File: src/rtl/mem_stage_pkg.sv
// Shared definitions for the MEM stage: stall bus, load-type codes, HI/LO enable bits
// and the MEM pipeline-register layout.
package mem_stage_pkg;

  localparam int STALL_W   = 6;
  localparam int STALL_MEM = 3;
  localparam int STALL_WB  = 4;

  typedef logic [STALL_W-1:0] StallBus;

  localparam logic Stop   = 1'b1;
  localparam logic NoStop = 1'b0;

  localparam logic [2:0] LD_LW  = 3'd0;
  localparam logic [2:0] LD_LB  = 3'd1;
  localparam logic [2:0] LD_LBU = 3'd2;
  localparam logic [2:0] LD_LH  = 3'd3;
  localparam logic [2:0] LD_LHU = 3'd4;

  localparam int HILO_HI = 1;
  localparam int HILO_LO = 0;

  typedef struct packed {
    logic [31:0] pc;
    logic        ram_en;
    logic [3:0]  ram_wen;
    logic [2:0]  load_type;
    logic        sel_rf_res;
    logic        rf_we;
    logic [4:0]  rf_waddr;
    logic [31:0] result;
    logic [1:0]  hilo_we;
    logic [63:0] hilo_wdata;
    logic [1:0]  hilo_rd;
  } mem_reg_t;

  function automatic logic [31:0] ext8(input logic [7:0] b, input logic sgn);
    return {{24{sgn & b[7]}}, b};
  endfunction

  function automatic logic [31:0] ext16(input logic [15:0] h, input logic sgn);
    return {{16{sgn & h[15]}}, h};
  endfunction

endpackage

File: src/rtl/mem_stage_if.sv
// EX-to-MEM bundle, SRAM read response and MEM outputs (write-back, forwarding, HI/LO).
interface mem_stage_if;
  logic [31:0] ex_pc;
  logic        ex_data_ram_en;
  logic [3:0]  ex_data_ram_wen;
  logic [2:0]  ex_load_type;
  logic        ex_sel_rf_res;
  logic        ex_rf_we;
  logic [4:0]  ex_rf_waddr;
  logic [31:0] ex_result;
  logic [1:0]  ex_hilo_we;
  logic [63:0] ex_hilo_wdata;
  logic [1:0]  ex_hilo_rd;
  logic [31:0] data_sram_rdata;

  logic [31:0] mem_pc;
  logic        mem_rf_we;
  logic [4:0]  mem_rf_waddr;
  logic [31:0] mem_rf_wdata;
  logic        mem_fwd_we;
  logic [4:0]  mem_fwd_waddr;
  logic [31:0] mem_fwd_wdata;
  logic [31:0] hi_o;
  logic [31:0] lo_o;

  modport master (
    output ex_pc, ex_data_ram_en, ex_data_ram_wen, ex_load_type, ex_sel_rf_res,
           ex_rf_we, ex_rf_waddr, ex_result, ex_hilo_we, ex_hilo_wdata, ex_hilo_rd,
           data_sram_rdata,
    input  mem_pc, mem_rf_we, mem_rf_waddr, mem_rf_wdata,
           mem_fwd_we, mem_fwd_waddr, mem_fwd_wdata, hi_o, lo_o
  );

  modport slave (
    input  ex_pc, ex_data_ram_en, ex_data_ram_wen, ex_load_type, ex_sel_rf_res,
           ex_rf_we, ex_rf_waddr, ex_result, ex_hilo_we, ex_hilo_wdata, ex_hilo_rd,
           data_sram_rdata,
    output mem_pc, mem_rf_we, mem_rf_waddr, mem_rf_wdata,
           mem_fwd_we, mem_fwd_waddr, mem_fwd_wdata, hi_o, lo_o
  );
endinterface

File: src/rtl/mem_stage_load_align.sv
// Load-data alignment: picks the addressed byte/halfword of the SRAM word and extends it.
module mem_stage_load_align
  import mem_stage_pkg::*;
(
  input  logic [31:0] i_rdata,
  input  logic [1:0]  i_addr,
  input  logic [2:0]  i_load_type,
  output logic [31:0] o_data
);

  logic [7:0]  w_byte;
  logic [15:0] w_half;

  // Byte/halfword lane select; halfword ignores addr[0]
  always_comb begin
    w_byte = 8'h00;
    case (i_addr)
      2'd0:    w_byte = i_rdata[7:0];
      2'd1:    w_byte = i_rdata[15:8];
      2'd2:    w_byte = i_rdata[23:16];
      2'd3:    w_byte = i_rdata[31:24];
      default: w_byte = 8'h00;
    endcase
    if (i_addr[1]) w_half = i_rdata[31:16];
    else           w_half = i_rdata[15:0];
  end

  // Extension by load type; unknown codes behave as lw
  always_comb begin
    o_data = i_rdata;
    case (i_load_type)
      LD_LB:   o_data = ext8(w_byte, 1'b1);
      LD_LBU:  o_data = ext8(w_byte, 1'b0);
      LD_LH:   o_data = ext16(w_half, 1'b1);
      LD_LHU:  o_data = ext16(w_half, 1'b0);
      default: o_data = i_rdata;
    endcase
  end

endmodule

File: src/rtl/mem_stage.sv
// MIPS MEM stage: EX result register, stalled-load read buffer, load alignment, HI/LO.
// Optional feature macro MEM_HILO_EN adds the HI/LO registers and the mfhi/mflo mux.
module mem_stage
  import mem_stage_pkg::*;
(
  input  logic       clk,
  input  logic       rst,
  input  StallBus    stall,
  mem_stage_if.slave bus
);

  mem_reg_t    w_ex;
  mem_reg_t    r_mem;
  logic        r_first;
  logic [31:0] r_rbuf;
  logic [31:0] w_rdata;
  logic [31:0] w_load_data;
  logic [31:0] w_wdata;
  logic        w_unused_stall;

  assign w_unused_stall = ^{stall[5], stall[2:0], r_mem.ram_en, r_mem.ram_wen};

  // Gather the EX bundle; HI/LO fields stay zero when the feature is absent
  always_comb begin
    w_ex            = '0;
    w_ex.pc         = bus.ex_pc;
    w_ex.ram_en     = bus.ex_data_ram_en;
    w_ex.ram_wen    = bus.ex_data_ram_wen;
    w_ex.load_type  = bus.ex_load_type;
    w_ex.sel_rf_res = bus.ex_sel_rf_res;
    w_ex.rf_we      = bus.ex_rf_we;
    w_ex.rf_waddr   = bus.ex_rf_waddr;
    w_ex.result     = bus.ex_result;
`ifdef MEM_HILO_EN
    w_ex.hilo_we    = bus.ex_hilo_we;
    w_ex.hilo_wdata = bus.ex_hilo_wdata;
    w_ex.hilo_rd    = bus.ex_hilo_rd;
`endif
  end

  // MEM input register: load, insert bubble, or hold
  always_ff @(posedge clk) begin
    if (rst) begin
      r_mem   <= '0;
      r_first <= 1'b0;
    end else if (stall[STALL_MEM] == NoStop) begin
      r_mem   <= w_ex;
      r_first <= 1'b1;
    end else if (stall[STALL_WB] == NoStop) begin
      r_mem   <= '0;
      r_first <= 1'b0;
    end else begin
      r_mem   <= r_mem;
      r_first <= 1'b0;
    end
  end

  // SRAM data is only valid for one cycle, so keep it while the load is held
  always_ff @(posedge clk) begin
    if (rst) begin
      r_rbuf <= 32'h0;
    end else if (r_first && (stall[STALL_MEM] == Stop)) begin
      r_rbuf <= bus.data_sram_rdata;
    end else begin
      r_rbuf <= r_rbuf;
    end
  end

  assign w_rdata = r_first ? bus.data_sram_rdata : r_rbuf;

  mem_stage_load_align u_load_align (
    .i_rdata     (w_rdata),
    .i_addr      (r_mem.result[1:0]),
    .i_load_type (r_mem.load_type),
    .o_data      (w_load_data)
  );

`ifdef MEM_HILO_EN
  logic [31:0] r_hi;
  logic [31:0] r_lo;

  // HI/LO commit as the instruction leaves MEM
  always_ff @(posedge clk) begin
    if (rst) begin
      r_hi <= 32'h0;
      r_lo <= 32'h0;
    end else if (stall[STALL_WB] == NoStop) begin
      if (r_mem.hilo_we[HILO_HI]) r_hi <= r_mem.hilo_wdata[63:32];
      else                        r_hi <= r_hi;
      if (r_mem.hilo_we[HILO_LO]) r_lo <= r_mem.hilo_wdata[31:0];
      else                        r_lo <= r_lo;
    end else begin
      r_hi <= r_hi;
      r_lo <= r_lo;
    end
  end

  // Write-back source, first match wins
  always_comb begin
    w_wdata = r_mem.result;
    if (r_mem.sel_rf_res)                w_wdata = w_load_data;
    else if (r_mem.hilo_rd[HILO_HI])     w_wdata = r_hi;
    else if (r_mem.hilo_rd[HILO_LO])     w_wdata = r_lo;
    else                                 w_wdata = r_mem.result;
  end

  assign bus.hi_o = r_hi;
  assign bus.lo_o = r_lo;
`else
  logic w_unused_hilo;
  assign w_unused_hilo = ^{bus.ex_hilo_we, bus.ex_hilo_wdata, bus.ex_hilo_rd,
                           r_mem.hilo_we, r_mem.hilo_wdata, r_mem.hilo_rd};

  // Write-back source: load data or ALU result
  always_comb begin
    w_wdata = r_mem.result;
    if (r_mem.sel_rf_res) w_wdata = w_load_data;
    else                  w_wdata = r_mem.result;
  end

  assign bus.hi_o = 32'h0;
  assign bus.lo_o = 32'h0;
`endif

  assign bus.mem_pc        = r_mem.pc;
  assign bus.mem_rf_we     = r_mem.rf_we;
  assign bus.mem_rf_waddr  = r_mem.rf_waddr;
  assign bus.mem_rf_wdata  = w_wdata;
  assign bus.mem_fwd_we    = r_mem.rf_we;
  assign bus.mem_fwd_waddr = r_mem.rf_waddr;
  assign bus.mem_fwd_wdata = w_wdata;

endmodule
File: src/flat_wrapper.sv
// flat-port wrapper written by rule: the top's interface ports become plain ports
module mem_stage_flat import mem_stage_pkg::*;
  (clk, rst, stall, bus_ex_pc, bus_ex_data_ram_en, bus_ex_data_ram_wen, bus_ex_load_type, bus_ex_sel_rf_res, bus_ex_rf_we, bus_ex_rf_waddr, bus_ex_result, bus_ex_hilo_we, bus_ex_hilo_wdata, bus_ex_hilo_rd, bus_data_sram_rdata, bus_mem_pc, bus_mem_rf_we, bus_mem_rf_waddr, bus_mem_rf_wdata, bus_mem_fwd_we, bus_mem_fwd_waddr, bus_mem_fwd_wdata, bus_hi_o, bus_lo_o);
  mem_stage_if bus_i ();
  input  logic clk;
  input  logic rst;
  input  StallBus stall;
  input wire logic [$bits(bus_i.ex_pc)-1:0] bus_ex_pc;
  input wire logic [$bits(bus_i.ex_data_ram_en)-1:0] bus_ex_data_ram_en;
  input wire logic [$bits(bus_i.ex_data_ram_wen)-1:0] bus_ex_data_ram_wen;
  input wire logic [$bits(bus_i.ex_load_type)-1:0] bus_ex_load_type;
  input wire logic [$bits(bus_i.ex_sel_rf_res)-1:0] bus_ex_sel_rf_res;
  input wire logic [$bits(bus_i.ex_rf_we)-1:0] bus_ex_rf_we;
  input wire logic [$bits(bus_i.ex_rf_waddr)-1:0] bus_ex_rf_waddr;
  input wire logic [$bits(bus_i.ex_result)-1:0] bus_ex_result;
  input wire logic [$bits(bus_i.ex_hilo_we)-1:0] bus_ex_hilo_we;
  input wire logic [$bits(bus_i.ex_hilo_wdata)-1:0] bus_ex_hilo_wdata;
  input wire logic [$bits(bus_i.ex_hilo_rd)-1:0] bus_ex_hilo_rd;
  input wire logic [$bits(bus_i.data_sram_rdata)-1:0] bus_data_sram_rdata;
  output wire logic [$bits(bus_i.mem_pc)-1:0] bus_mem_pc;
  output wire logic [$bits(bus_i.mem_rf_we)-1:0] bus_mem_rf_we;
  output wire logic [$bits(bus_i.mem_rf_waddr)-1:0] bus_mem_rf_waddr;
  output wire logic [$bits(bus_i.mem_rf_wdata)-1:0] bus_mem_rf_wdata;
  output wire logic [$bits(bus_i.mem_fwd_we)-1:0] bus_mem_fwd_we;
  output wire logic [$bits(bus_i.mem_fwd_waddr)-1:0] bus_mem_fwd_waddr;
  output wire logic [$bits(bus_i.mem_fwd_wdata)-1:0] bus_mem_fwd_wdata;
  output wire logic [$bits(bus_i.hi_o)-1:0] bus_hi_o;
  output wire logic [$bits(bus_i.lo_o)-1:0] bus_lo_o;
  assign bus_i.ex_pc = bus_ex_pc;
  assign bus_i.ex_data_ram_en = bus_ex_data_ram_en;
  assign bus_i.ex_data_ram_wen = bus_ex_data_ram_wen;
  assign bus_i.ex_load_type = bus_ex_load_type;
  assign bus_i.ex_sel_rf_res = bus_ex_sel_rf_res;
  assign bus_i.ex_rf_we = bus_ex_rf_we;
  assign bus_i.ex_rf_waddr = bus_ex_rf_waddr;
  assign bus_i.ex_result = bus_ex_result;
  assign bus_i.ex_hilo_we = bus_ex_hilo_we;
  assign bus_i.ex_hilo_wdata = bus_ex_hilo_wdata;
  assign bus_i.ex_hilo_rd = bus_ex_hilo_rd;
  assign bus_i.data_sram_rdata = bus_data_sram_rdata;
  assign bus_mem_pc = bus_i.mem_pc;
  assign bus_mem_rf_we = bus_i.mem_rf_we;
  assign bus_mem_rf_waddr = bus_i.mem_rf_waddr;
  assign bus_mem_rf_wdata = bus_i.mem_rf_wdata;
  assign bus_mem_fwd_we = bus_i.mem_fwd_we;
  assign bus_mem_fwd_waddr = bus_i.mem_fwd_waddr;
  assign bus_mem_fwd_wdata = bus_i.mem_fwd_wdata;
  assign bus_hi_o = bus_i.hi_o;
  assign bus_lo_o = bus_i.lo_o;
  mem_stage u_core (.clk(clk), .rst(rst), .stall(stall), .bus(bus_i));
endmodule
File: config.mk
export PLATFORM = sky130hd
export DESIGN_NAME = mem_stage_flat
export DESIGN_NICKNAME = d
export VERILOG_FILES = /design/src/rtl/mem_stage_pkg.sv /design/src/rtl/mem_stage_if.sv /design/src/rtl/mem_stage_load_align.sv /design/src/rtl/mem_stage.sv /design/src/flat_wrapper.sv
export SDC_FILE = /design/constraint.sdc
export NUM_CORES = 1
export LEC_CHECK = 0
export CORE_AREA = 5 5 137 139
export CTS_BUF_LIST = sky130_fd_sc_hd__clkbuf_8 sky130_fd_sc_hd__clkbuf_16
export DETAILED_ROUTE_END_ITERATION = 10
export DIE_AREA = 0 0 142 144
export PLACE_DENSITY = 0.76
export SETUP_SLACK_MARGIN = 0.3
export SLEW_MARGIN = 25
export SYNTH_ARGS = -nofsm -noshare
export SYNTH_HDL_FRONTEND = slang
export SYNTH_SLANG_ARGS = --single-unit
File: constraint.sdc
create_clock -name clk -period 3.1 [get_ports clk]
set_clock_uncertainty 0.05 [all_clocks]
set_input_delay 0.62 -clock clk [delete_from_list [all_inputs] [get_ports clk]]
set_output_delay 0.62 -clock clk [all_outputs]
set_load 0.005 [all_outputs]
==> summary.md, run 1 <==
| Metric | Value |
|---|---|
| Status | complete, but fails checks |
| Failing checks | setup timing |
| Worst Path Required | 2430 ps |
| YS warnings | 0 |
| Worst-margin pin slew | 658.8 ps |
| Worst Path Arrival | 2490 ps |
| Worst-skew pair later-pin latency | 360 ps |
| Root Driver | clkbuf_16 |
| Number of flops mapped to enable cells by yosys | 0 |
| Most common cell in the netlist | buf_4 |
| Sequential area share after synthesis | 37.00% |
| First-pass GRT wire length | 27.40 mm |
| TritonRoute pass-1 iters | 5 |
| Initial Util | 33.02% |
| Worst Setup End Kind | output pin |
| Largest net degree at the start of global routing | 59 |
| GRT Overall Usage | 17.17% |
| Total Power | 0.003504 W |
| Number of port buffers | 217 |
| Crit Reg-Reg Endpoint | u_core.r_rbuf[14] |
| Vias in the first global route | 4934 |
| Synthesized area | 5789 um2 |
| Die area | 20450 um2 |
| Post-Synth Adder-Cell Area | 0% |
| Worst Setup SP | u_core.r_first |
| TritonCTS clock tree | done |
| Layout cells sized above 1 | 27.81% |
| # rows | 49 |
| CP Class | reg -> out |
| Period minus WS final | 3158 ps |
| Max Freq | 0.3166 GHz |
| Top Ports | 359 |
| Initial antenna violation count | 5 |
| Routed wire length | 18.97 mm |
| Reg2reg start | u_core.r_first |
| Worst-path clk slew | 70 ps |
| Final core occ | 48.07% |
| Commonest cells post-synth | buf_4, dfxtp_1, a22o_1, nand2_1, a21oi_1 |
| Gr ovfl total | 0 |
| Synth Area in XOR/XNOR | 0.3026% |
| Slew Limit Fails | 0 |
| Compound-Gate Fraction of Synth Area | 23.86% |
| Asr flop ratio synth | 0% |
| Clock sink total | 107 |
| Drt first-iter violations | 385 |
| Die extent in x | 142 um |
| # nets final | 1027 |
| Seq cells post-synth | 107 |
| RSZ-0062 raised after global routing | true |
| WL per Instance | 17.66 um |
| # diodes | 0 |
| Cts bufs inserted | 9 |
| Fin. Hold Viols | 0 |
| Maximum capacitance violations | 0 |
| End point of the critical path | bus_mem_rf_wdata[25] |
| Post-Synth Simple-Gate Area | 9.142% |
| Hold crit path type | reg -> reg |
| FF-to-FF path depth | 6 |
| Pwr dens | 415.7 nW/um2 |
| Top cells by area, synth | dfxtp_1, buf_4, a22o_1 |
| Final GP Congestion | 0.9095 |
| Yosys top cell by area | dfxtp_1 |
| R2R Setup Slk | 1500 ps |
| Mapped Cells | 637 |
| Vias | 5184 |
| Fin Setup TNS | -450.3 ps |
| P_leak | 3.523 nW |
| Final Cycle Share | 101.9% |
| Top_reg_cell synth | dfxtp_1 |
| Syn avg cell area | 9.088 um2 |
| Die height | 144 um |
| Routed Antenna Nets | 0 |
| Multiplexer share of the synthesized area | 8.105% |
| Setup Viol. Count Final | 12 |
| Post-synthesis cell type count | 48 |
| P&R area growth vs syn | 45.58% |
| Main combinational cell family by area after synthesis | compound AO/OA/AOI/OAI gates |
| Vias per cell | 4.827 |
| Hpwl dp | 13.45 mm |
| Drt drc | 0 |
| Share of the synthesized area in the top cell type | 37.00% |
| H-tree depth | 3 |
| Crit-path max FO | 4 |
| Core box area | 17530 um2 |
| Post-layout instance area | 8428 um2 |
| Max rail drop VDD | 0.2495 mV |
| Headroom to the max-slew limit | 55.79% |
| Setup WS post-layout | -58.48 ps |
| Critical path startpoint category | register |
| Placed Area | 7642 um2 |
| CTS Buffer Depth | 2 |
critical path: stages (launching register included):
cell and delay (ps):
dfxtp_4 370, buf_6 130, mux2i_4 180, mux4_2 550, o211ai_4 330, buf_16 150, buf_6 100, buf_6 80
o22a_1 120, buf_2 120
metal layers:
layer  part of all wire [%]  global-route usage [%]  wire (um)  up-vias
li1                       -                       -          -     2470
met3                    8.4                   5.721       1586       34
met4                    2.1                   5.202        393       10
met1                     40                   20.86       7544     2452
met2                     49                   28.94       9380      218
met5                   0.32                       0         60        -
flip-flops by register name, summed over array words and instances (netlist names):
signal and cells:
u_core.r_first 1, u_core.r_mem 36, u_core.bus.mem_fwd_we 1, u_core.bus.mem_pc 32, u_core.bus.mem_fwd_waddr 5, u_core.r_rbuf 32
what timing repair did:
item                       4_1_cts  5_1_grt
pin swaps                       33       11
gates resized for setup        302       51
hold buffers                     0        0
cloned                           1        1
buffers inserted                39       11
setup endpoints to repair       64       64
per-stage QoR:
step | instances | worst slack, ps | hold slack, ps
2_1_floorplan | 700 | 529.7 | 383.8
3_3_place_gp | 1006 | -556.5 | 389.5
3_5_place_dp | 1006 | -559.5 | 395.5
4_1_cts | 1062 | -35.47 | 407.6
5_1_grt | 1074 | -135.5 | 428.1
6_report | 1074 | -58.48 | 403.9
how the worst min path moves through the flow:
stage	startpoint	end	slack [ps]	depth (start not counted)
6_report	u_core.r_rbuf[4]	u_core.r_rbuf[4]	400	2
5_1_grt	u_core.r_rbuf[16]	u_core.r_rbuf[16]	430	2
3_5_place_dp	u_core.r_rbuf[25]	u_core.r_rbuf[25]	400	2
3_3_place_gp	u_core.r_rbuf[0]	u_core.r_rbuf[0]	390	2
4_1_cts	u_core.r_rbuf[25]	u_core.r_rbuf[25]	410	2
2_1_floorplan	u_core.r_rbuf[0]	u_core.r_rbuf[0]	380	2
cell usage in the layout, fill, tap and decap left out, types with 6 or more instances in the layout:
cell and n:
o22a_1 11, nor2_1 25, a21oi_1 38, buf_2 58
dlygate4sd2_1 8, mux2i_1 14, mux2_4 8, and2_1 6
o32a_1 8, a22o_1 74, clkdlybuf4s50_1 143, conb_1 64
buf_4 67, mux2i_4 6, mux2i_2 10, nand2_1 69
buf_6 20, buf_12 7, clkbuf_16 10, dfxtp_1 103
final cells by class:
| type | count | area [um2] |
|---|---|---|
| Multi-Input combinational cell | 407 | 2868 |
| Fill cell | 1598 | 9106 |
| Clock buffer | 12 | 266.5 |
| Inverter | 2 | 7.507 |
| Clock inverter | 4 | 55.05 |
| Timing Repair Buffer | 313 | 2795 |
| Tap cell | 229 | 286.5 |
| Sequential cell | 107 | 2150 |
cell families after synthesis:
kind of cell / count (synthesis)
AOI/OAI and AO/OA: 174
muxes: 43
and+or+nand+nor: 124
buffers and inverters: 186
other: 1
DFF: 107
xor gates and xnor gates: 2
where the power goes:
| group | total (W) | internal (W) | switching, W |
|---|---|---|---|
| registers | 0.00148 | 0.00144 | 0.0000459 |
| clock network | 0.00124 | 0.000698 | 0.000538 |
| logic | 0.000786 | 0.000453 | 0.000333 |
Power figures use the tool's default switching activity.
==> inputs of run 2 (changes only) <==
--- a/config.mk
+++ b/config.mk
@@ -5,6 +5,7 @@
 export SDC_FILE = /design/constraint.sdc
 export NUM_CORES = 1
 export LEC_CHECK = 0
+export CAP_MARGIN = 10
 export CORE_AREA = 5 5 137 139
 export CTS_BUF_LIST = sky130_fd_sc_hd__clkbuf_8 sky130_fd_sc_hd__clkbuf_16
 export DETAILED_ROUTE_END_ITERATION = 10
==> results of run 2 <==
Same layout as run 1: the final DEF is identical, and so are final timing and power.
